<file path="config.mk">
export PLATFORM = sky130hd
export DESIGN_NAME = calc_engine_flat
export DESIGN_NICKNAME = d
export VERILOG_FILES = /design/src/rtl/calc_if.sv /design/src/rtl/calc_engine.sv /design/src/flat_wrapper.sv
export SDC_FILE = /design/constraint.sdc
export NUM_CORES = 2
export LEC_CHECK = 0
export ABC_CLOCK_PERIOD_IN_PS = 10000
export BUFFER_PORTS_ARGS = -buffer_cell sky130_fd_sc_hd__buf_4
export CORE_UTILIZATION = 51
export CTS_CLUSTER_DIAMETER = 200
export DETAILED_ROUTE_END_ITERATION = 12
export GPL_TIMING_DRIVEN = 1
export PLACE_DENSITY_LB_ADDON = 0.1
export SLEW_MARGIN = 15
export SYNTH_ARGS = -nofsm -noshare
export SYNTH_HDL_FRONTEND = slang
export SYNTH_SLANG_ARGS = --single-unit
</file>
<file path="constraint.sdc">
create_clock -name clk -period 10 [get_ports clk]
set_input_delay 2 -clock clk [delete_from_list [all_inputs] [get_ports clk]]
set_output_delay 2 -clock clk [all_outputs]
set_load 0.01 [all_outputs]
</file>
<file path="src/rtl/calc_if.sv">
// calc_if: keypad/DIP inputs and display-facing outputs of calc_engine.
interface calc_if #(
  parameter int DIGITS = 4,
  parameter int W = 14,
  parameter int RW = 28
);
  logic key_tick;
  logic [11:0] sw;
  logic [7:0] dipsw;
  logic [W-1:0] operand_a;
  logic [W-1:0] operand_b;
  logic [RW-1:0] result;
  logic neg;
  logic [2:0] op_code;
  logic [$clog2(DIGITS+1)-1:0] digit_cnt;
  logic [2:0] state;
  logic busy;
  logic result_valid;
  logic err;
  modport master (
    output key_tick, sw, dipsw,
    input operand_a, operand_b, result, neg, op_code, digit_cnt, state, busy, result_valid, err
  );
  modport slave (
    input key_tick, sw, dipsw,
    output operand_a, operand_b, result, neg, op_code, digit_cnt, state, busy, result_valid, err
  );
endinterface

</file>
<file path="src/rtl/calc_engine.sv">
// calc_engine: decimal keypad calculator core with iterative div/rem/pow/fac.
module calc_engine #(
  parameter int DIGITS = 4,
  parameter int W = 14,
  parameter int RW = 28
) (
  input logic clk,
  input logic rst,
  calc_if.slave bus
);
  localparam int CW = $clog2(DIGITS+1);
  localparam logic [2:0] S_A = 3'd0, S_B = 3'd1, S_CALC = 3'd2, S_DONE = 3'd3, S_ERR = 3'd4;
  localparam logic [2:0] ADD = 3'd0, SUB = 3'd1, MUL = 3'd2, DIV = 3'd3, REM = 3'd4, POW = 3'd5, FAC = 3'd6;
  localparam logic [W-1:0] TEN = W'(10);
  logic [2:0] state, n_state, op, n_op, dop, cop;
  logic [W-1:0] a, n_a, b, n_b, cnt, n_cnt, quo, n_quo, d;
  logic [RW-1:0] result, n_res, acc, n_acc;
  logic [CW-1:0] dcnt, n_dcnt;
  logic neg, n_neg, sw_ev, dip_ev, clr, go;
  logic [11:0] sw_q;
  logic [7:0] dip_q;
  logic [RW+W-1:0] prod;
  logic [W:0] r_sh;
  // A press is a one-hot sample that differs from the previous sample; keypad wins ties
  assign sw_ev = bus.key_tick && $onehot(bus.sw) && bus.sw != sw_q;
  assign dip_ev = bus.key_tick && $onehot(bus.dipsw) && bus.dipsw != dip_q && !sw_ev;
  always_comb begin
    d = '0;
    dop = ADD;
    for (int i = 2; i < 12; i++) if (bus.sw[i]) d = W'(11 - i);
    for (int i = 1; i < 8; i++) if (bus.dipsw[i]) dop = 3'(7 - i);
  end
  always_ff @(posedge clk or negedge rst)
    if (!rst) begin
      state <= S_A;
      op <= ADD;
      a <= '0;
      b <= '0;
      cnt <= '0;
      quo <= '0;
      result <= '0;
      acc <= '0;
      dcnt <= '0;
      neg <= 1'b0;
      sw_q <= '0;
      dip_q <= '0;
    end else begin
      if (bus.key_tick) begin
        sw_q <= bus.sw;
        dip_q <= bus.dipsw;
      end
      state <= n_state;
      op <= n_op;
      a <= n_a;
      b <= n_b;
      cnt <= n_cnt;
      quo <= n_quo;
      result <= n_res;
      acc <= n_acc;
      dcnt <= n_dcnt;
      neg <= n_neg;
    end
  always_comb begin
    n_state = state;
    n_op = op;
    n_a = a;
    n_b = b;
    n_cnt = cnt;
    n_quo = quo;
    n_res = result;
    n_acc = acc;
    n_dcnt = dcnt;
    n_neg = neg;
    clr = 1'b0;
    go = 1'b0;
    cop = op;
    prod = (RW+W)'(acc) * (RW+W)'(op == FAC ? cnt : a);
    r_sh = {acc[W-1:0], quo[W-1]};
    if (sw_ev && bus.sw[0]) clr = 1'b1;
    else if (state == S_CALC) begin
      if ((op == DIV || op == REM) && b == '0) begin
        n_state = S_ERR;
        n_res = '0;
        n_neg = 1'b0;
      end else if (cnt != '0) begin
        n_cnt = cnt - 1'b1;
        if (op == DIV || op == REM) begin
          n_acc = RW'(r_sh >= {1'b0, b} ? r_sh - {1'b0, b} : r_sh);
          n_quo = {quo[W-2:0], r_sh >= {1'b0, b}};
        end else if (|prod[RW+W-1:RW]) begin
          n_state = S_ERR;
          n_res = '0;
          n_neg = 1'b0;
        end else n_acc = prod[RW-1:0];
      end else begin
        n_state = S_DONE;
        n_res = op == ADD ? RW'(a) + RW'(b) :
                op == SUB ? (a >= b ? RW'(a - b) : RW'(b - a)) :
                op == MUL ? RW'(a) * RW'(b) :
                op == DIV ? RW'(quo) : acc;
        n_neg = op == SUB && a < b;
      end
    end else if (sw_ev && |bus.sw[11:2]) begin
      if ((state == S_A || state == S_B) && dcnt < CW'(DIGITS)) begin
        if (state == S_A) n_a = a * TEN + d;
        else n_b = b * TEN + d;
        n_dcnt = dcnt + CW'(1);
      end else if (state == S_DONE) begin
        n_state = S_A;
        n_a = d;
        n_b = '0;
        n_res = '0;
        n_neg = 1'b0;
        n_dcnt = CW'(1);
      end
    end else if (sw_ev) begin
      if (state == S_A) begin
        n_a = '0;
        n_dcnt = '0;
      end else if (state == S_B) begin
        n_b = '0;
        n_dcnt = '0;
      end else if (state == S_DONE) clr = 1'b1;
    end else if (dip_ev) begin
      if (bus.dipsw[0]) begin
        if (state == S_B && dcnt != '0) go = 1'b1;
      end else if (bus.dipsw[1]) begin
        if (state == S_A && dcnt != '0) begin
          go = 1'b1;
          cop = FAC;
        end
      end else if (state == S_A && dcnt != '0) begin
        n_op = dop;
        n_state = S_B;
        n_dcnt = '0;
      end else if (state == S_B) n_op = dop;
      else if (state == S_DONE) begin
        if (!neg && result[RW-1:W] == '0) begin
          n_a = result[W-1:0];
          n_b = '0;
          n_dcnt = '0;
          n_op = dop;
          n_state = S_B;
        end else begin
          n_state = S_ERR;
          n_res = '0;
          n_neg = 1'b0;
        end
      end
    end
    // Iteration counters are primed on entry so div takes exactly W steps plus one finish cycle
    if (go) begin
      n_state = S_CALC;
      n_op = cop;
      n_quo = a;
      n_acc = (cop == DIV || cop == REM) ? '0 : RW'(1);
      n_cnt = (cop == DIV || cop == REM) ? W'(W) : cop == POW ? b : cop == FAC ? a : '0;
    end
    if (clr) begin
      n_state = S_A;
      n_op = ADD;
      n_a = '0;
      n_b = '0;
      n_cnt = '0;
      n_quo = '0;
      n_res = '0;
      n_acc = '0;
      n_dcnt = '0;
      n_neg = 1'b0;
    end
  end
  always_comb begin
    bus.operand_a = a;
    bus.operand_b = b;
    bus.result = result;
    bus.neg = neg;
    bus.op_code = op;
    bus.digit_cnt = dcnt;
    bus.state = state;
    bus.busy = state == S_CALC;
    bus.result_valid = state == S_DONE;
    bus.err = state == S_ERR;
  end
endmodule

</file>
<file path="src/flat_wrapper.sv">
// flat-port wrapper written by rule: the top's interface ports become plain ports
module calc_engine_flat 
#(
  parameter int DIGITS = 4,
  parameter int W = 14,
  parameter int RW = 28
)
  (clk, rst, bus_key_tick, bus_sw, bus_dipsw, bus_operand_a, bus_operand_b, bus_result, bus_neg, bus_op_code, bus_digit_cnt, bus_state, bus_busy, bus_result_valid, bus_err);
  calc_if #(.DIGITS(DIGITS), .W(W), .RW(RW)) bus_i ();
  input logic clk;
  input logic rst;
  input wire logic [$bits(bus_i.key_tick)-1:0] bus_key_tick;
  input wire logic [$bits(bus_i.sw)-1:0] bus_sw;
  input wire logic [$bits(bus_i.dipsw)-1:0] bus_dipsw;
  output wire logic [$bits(bus_i.operand_a)-1:0] bus_operand_a;
  output wire logic [$bits(bus_i.operand_b)-1:0] bus_operand_b;
  output wire logic [$bits(bus_i.result)-1:0] bus_result;
  output wire logic [$bits(bus_i.neg)-1:0] bus_neg;
  output wire logic [$bits(bus_i.op_code)-1:0] bus_op_code;
  output wire logic [$bits(bus_i.digit_cnt)-1:0] bus_digit_cnt;
  output wire logic [$bits(bus_i.state)-1:0] bus_state;
  output wire logic [$bits(bus_i.busy)-1:0] bus_busy;
  output wire logic [$bits(bus_i.result_valid)-1:0] bus_result_valid;
  output wire logic [$bits(bus_i.err)-1:0] bus_err;
  assign bus_i.key_tick = bus_key_tick;
  assign bus_i.sw = bus_sw;
  assign bus_i.dipsw = bus_dipsw;
  assign bus_operand_a = bus_i.operand_a;
  assign bus_operand_b = bus_i.operand_b;
  assign bus_result = bus_i.result;
  assign bus_neg = bus_i.neg;
  assign bus_op_code = bus_i.op_code;
  assign bus_digit_cnt = bus_i.digit_cnt;
  assign bus_state = bus_i.state;
  assign bus_busy = bus_i.busy;
  assign bus_result_valid = bus_i.result_valid;
  assign bus_err = bus_i.err;
  calc_engine #(.DIGITS(DIGITS), .W(W), .RW(RW)) u_core (.clk(clk), .rst(rst), .bus(bus_i));
endmodule
</file>
**Word-level counts from Yosys, hierarchy flattened**

Cells that the tools add are included.

- Add/subtract/negate cells: 26
- Multiplexer cells: 189
- Reduce and logical (&&, ||, !) cells: 48
- $lt $le $gt $ge: 4
- $mul: 4
- Equal/unequal tests: 59

Operators with widths:

| operator | number |
|---|---|
| $mux 28 | 32 |
| $mux 14 | 59 |
| $mux 3 | 62 |
| $mul 28x42->42 | 1 |
| $mux 1 | 35 |
| $add 4x4->4 | 8 |
| $sub 14x14->15 | 2 |
| $add 14x14->14 | 2 |
| $logic_not 14->1 | 2 |
| $mul 14x14->28 | 1 |
| $mul 14x3->13 const B | 2 |
| $ne 4x1->1 const B | 7 |
| $reduce_and 13->1 | 2 |
| $reduce_bool 5->1 | 5 |
| $add 1x1->2 | 10 |
| $ne 4x3->1 const B | 5 |
| $eq 3x3->1 const B | 6 |
| $ne 3x1->1 const B | 6 |
| $ne 4x4->1 const B | 4 |
| $reduce_bool 4->1 | 4 |
| $sub 15x14->16 | 1 |
| $add 14x14->15 | 1 |
| $eq 3x2->1 const B | 5 |
| $ge 15x14->1 | 1 |
| 35 further kinds | 67 |

- Word-level logic and storage cells: 342
- Register bits after elaboration: 142
- Output and inout bits: 69

**Logic depth before layout (Yosys ltp)**

- Depth after elaboration: 20
- Depth in mapped cells: 34

**Worst setup path before layout**

Ideal clock, no wire load.

- Path type: reg-to-reg
- Start point: reg u_core.op[1] (netlist: u_core.bus.op_code[1])
- End point: reg u_core.acc[21]
- Setup slack: 1.638 ns
- Cell stages (with the launch flop): 30
- Clock period less this slack: 8.362 ns
- Arrival: 8.287 ns
- Cells stage by stage: dfrtp_1 > clkbuf_1 > nor2b_1 > nand2_1 > clkbuf_1 > buf_1 > mux2_2 > clkbuf_1 > nand2_1 > fa_1 > fa_1 > fa_1 > inv_1 > fa_1 > fa_1 > inv_1 > fa_1 > inv_1 > ha_1 > and4_1 > a21o_1 > or3b_4 > o2111ai_4 > a211oi_2 > a211o_1 > and2_4 > or4_1 > o32a_1 > buf_6 > o2bb2ai_2

- Word-level cells in the longest chain between the ends: 11

RTL lines:

| item | RTL line | source |
|---|---|---|
| start, declared | calc_engine.sv:15 | `logic [2:0] state, n_state, op, n_op, dop, cop;` |
| start signal, assigned | calc_engine.sv:53 | `op <= n_op;` |
| $eq 3x3->1 | calc_engine.sv:77 | `prod = (RW+W)'(acc) * (RW+W)'(op == FAC ? cnt : a);` |
| $mux 14 | calc_engine.sv:77 |  |
| $mul 28x42->42 | calc_engine.sv:77 |  |
| $mux 28 | calc_engine.sv:90 | `end else if (\|prod[RW+W-1:RW]) begin` |
| $mux 28 | calc_engine.sv:87 | `if (op == DIV \|\| op == REM) begin` |
| $mux 28 | calc_engine.sv:85 | `end else if (cnt != '0) begin` |
| $mux 28 | calc_engine.sv:81 | `if ((op == DIV \|\| op == REM) && b == '0) begin` |
| $mux 28 | calc_engine.sv:80 | `else if (state == S_CALC) begin` |
| $mux 28 | calc_engine.sv:79 | `if (sw_ev && bus.sw[0]) clr = 1'b1;` |
| $mux 28 | calc_engine.sv:152 | `if (go) begin` |
| $mux 28 | calc_engine.sv:159 | `if (clr) begin` |
| end signal, assigned | calc_engine.sv:59 | `acc <= n_acc;` |
| end, declared | calc_engine.sv:17 | `logic [RW-1:0] result, n_res, acc, n_acc;` |

Several ways; a longest one is shown, not always the timed one. The select of a mux whose other input is x is not followed.
A chain may end at the register's enable or synchronous reset.

**Final worst setup path**

- Start point: reg u_core.op[0] (netlist: u_core.bus.op_code[0])
- End point: reg u_core.state[0] (netlist: u_core.bus.state[0])

- Word-level cells in the longest chain between the ends: 8

RTL lines:

| item | RTL line | source |
|---|---|---|
| branches (longest 8 deep; another with $mul 28x42->42) | n/a |  |
| end signal, assigned | calc_engine.sv:52 | `state <= n_state;` |
| end, declared | calc_engine.sv:15 |  |

Several ways; the timed one is not identified. The select of a mux whose other input is x is not followed.

==> results.sh <==
export IMPL_synthTopCellsByCount="inv_1, fa_1, nand2_1"
export IMPL_outcome="finished clean"
export IMPL_syn_nets=4547
export IMPL_root_buffer="clkbuf_16"
export IMPL_grtUsageTotal_pct=33.7
export IMPL_drt_iter0_drc=2395
export IMPL_place_congestion=0.988
export IMPL_async_reset_ff_share_pct=100
export IMPL_drcViolationCount=0
export IMPL_synthDistinctLibCells=83
export IMPL_synthFlopType="dfrtp_1"
export IMPL_core_um2=61800
export IMPL_slew_headroom_pct=25.6
export IMPL_htreeDepth=4
export IMPL_ant_nets=0
export IMPL_cap_violations=0
export IMPL_crit_path_end_kind="flip-flop"
export IMPL_r2r_slack_ns=0.59
export IMPL_post_drt_wl_per_cell_um=22.9
export IMPL_cts_made_buffers=17
export IMPL_grt_busiest_layer="met2"
export IMPL_post_cts_buffers=0
export IMPL_skew_ns=0.0186
export IMPL_rows=91
export IMPL_yosys_area_top_type="fa_1"
export IMPL_r2r_start="u_core.bus.op_code[0]"
export IMPL_vias=27200
export IMPL_overflow=0
export IMPL_finalHoldViolCount=0
export IMPL_start_util_pct=51.6
export IMPL_grt_use_met2_pct=50.1
export IMPL_timing_final_crit_share_pct=94.1
export IMPL_cp_required_ns=10.35
export IMPL_grt_max_degree=91
export IMPL_ios=92
export IMPL_worstPathCellList="nor2b_1, nand2_1, mux2_2, nand2_1, fa_1, fa_1, inv_1, fa_1, fa_1, fa_1, inv_1, fa_1, inv_1, ha_1, a21oi_1, o21ai_1, a41oi_1, a211oi_1, or4b_1, a32oi_1, o2111ai_1, nor4_2, a221o_1, mux2_2"
export IMPL_yosysMostFrequentCell="inv_1"
export IMPL_cts_sinks=142
export IMPL_min_to="u_core.sw_q[2]"
export IMPL_syn_area_per_cell_um2=8.57
export IMPL_clock_path_buffers=2
export IMPL_cts_hold_buf=0
export IMPL_cts_tree="yes"
export IMPL_use_met3_pct=7.21
export IMPL_fillers=5808
export IMPL_synth_top_cells_by_area="fa_1, ha_1, dfrtp_1"
export IMPL_worstMarginPinSlew_ns=1.12
export IMPL_vias_per_cell=5.93
export IMPL_firstDrtPassIters=5
export IMPL_critPathMaxFanout=28
export IMPL_antenna_found_initial=4
export IMPL_max_stage_delay_ns=0.98
export IMPL_arrival_ns=9.75
export IMPL_crit_top_cell="fa_1"
export IMPL_ys_seq_area_share_pct=11.1
export IMPL_die_w_um=252
export IMPL_finalSetupViolCount=0
export IMPL_die_area_um2=63600
export IMPL_grt_pass1_wl_um=162000
export IMPL_hold_path_depth=1
export IMPL_clkTransAtPathRegs_ns=0.07
export IMPL_ys_ff_latch=142
export IMPL_reg2reg_depth=24
export IMPL_timing_final_max_slew_violations=0
export IMPL_worst_setup_path_start_kind="flip-flop"
export IMPL_finalNetCount=4546
export IMPL_min_from="u_core.sw_q[2]"
export IMPL_yosys_warnings=0
export IMPL_post_route_min_period_ns=9.41
export IMPL_timing_rr_end="u_core.bus.state[0]"
export IMPL_finalSetupTns_ns=0
export IMPL_criticalPathCategory="flip-flop to flip-flop"
export IMPL_rsz0062_at_grt="false"
export IMPL_synth_top_area_share_pct=29.4
export IMPL_cts_resized_gates=0
export IMPL_drive_above_1_share_pct=7.49
export IMPL_portBuffers=91
export IMPL_routed_wl_um=105000
export IMPL_dp_hpwl_um=82300
export IMPL_die_h_um=252
export IMPL_fmax_mhz=106
export IMPL_syn2layout_area_growth_pct=6.88
export IMPL_synthCells=3727
export IMPL_grt_pass1_vias=26800
export IMPL_crit_path_top_delay_cell="mux2_2"
export IMPL_clk_latency_ns=0.47
export IMPL_syn_area_um2=31900
export IMPL_hold_class="flip-flop to flip-flop"
export IMPL_synth_edf_count=0
export IMPL_use_met1_pct=49.2
state kept, by name, summed over array words and instances, names as in the netlist:
name and flops:
u_core.acc 28, u_core.bus.digit_cnt 3, u_core.bus.neg 1, u_core.bus.op_code 3, u_core.bus.operand_a 14, u_core.bus.operand_b 14, u_core.bus.result 28, u_core.bus.state 3
u_core.cnt 14, u_core.dip_q 8, u_core.quo 14, u_core.sw_q 12
metal layers:
metal	part of all wire, %	up-vias	routed length, um
li1	-	12200	-
met1	44	13600	46500
met2	43	1201	44800
met3	10	179	10500
met4	3.1	0	3230
met5	0	-	0
final cells by class:
type / instances / area (um^2) / share of cell area [%]
antenna: 3 / 7.51 / 0.0220
clock buffer: 18 / 429 / 1.26
clock inverter: 14 / 135 / 0.396
inverter: 623 / 2340 / 6.85
multi-input combinational: 2787 / 25400 / 74.6
sequential: 142 / 3550 / 10.4
tap: 837 / 1050 / 3.07
timing repair buffer: 155 / 1170 / 3.42
cells by family after synthesis:
| family | share of synthesized area [%] |
|---|---|
| simple gates | 16.8 |
| compound gates | 14.5 |
| mux | 2.28 |
| buf+inv | 9.44 |
| flops | 11.1 |
| xor+xnor | 3.59 |
| fa+ha+maj | 42.3 |
metrics by stage:
stage	util, %	hold WS (ns)	std cells	setup slack, ns	instance area [um^2]
final	55.2	0.532	4579	0.593	34100
after global routing	55.2	0.540	4576	0.228	34100
after CTS	55.2	0.535	4576	0.677	34100
after floorplan	-	0.502	3727	1.64	31900
after global placement	54.3	0.511	4544	0.901	33600
after detailed placement	54.3	0.518	4544	0.714	33600
cell usage in the layout (no fill, tap or decap), drive strengths merged, types with 16 or more instances in the layout:
cell / instances
inv: 625
fa: 469
nand2: 412
ha: 328
nor2: 223
a21oi: 161
buf: 155
dfrtp: 142
o21ai: 133
and2: 127
nor2b: 108
xnor2: 81
nor3: 56
a21o: 56
xor2: 50
mux2: 45
nand3: 45
a211oi: 39
nand4: 33
nand2b: 29
o211ai: 28
o22ai: 25
a221oi: 22
mux2i: 22
a22oi: 19
nor4: 19
o31ai: 18
clkbuf: 18
a32o: 17
o2bb2ai: 17
a31oi: 16
worst max path at each step:
stage | start | to
2_1_floorplan | u_core.bus.op_code[1] | u_core.acc[21]
3_3_place_gp | u_core.bus.op_code[0] | u_core.bus.state[0]
5_1_grt | u_core.bus.op_code[0] | u_core.bus.state[0]
4_1_cts | u_core.bus.op_code[0] | u_core.bus.state[0]
6_report | u_core.bus.op_code[0] | u_core.bus.state[0]
3_5_place_dp | u_core.bus.op_code[0] | u_core.bus.state[0]
critical path, delay by kind of cell (launching register included):
| kind | cells | cell delay, ns |
|---|---|---|
| multiplexers | 2 | 1.32 |
| adder cells (fa/ha/maj) | 7 | 3.42 |
| flip-flops | 1 | 0.38 |
| AND/OR/NAND/NOR | 5 | 2.00 |
| buffers and inverters | 3 | 0.15 |
| AO/OA/AOI/OAI | 7 | 1.95 |
Power is not shown: default switching activity piles up to over one toggle a cycle in this logic, so the estimate is an artifact.
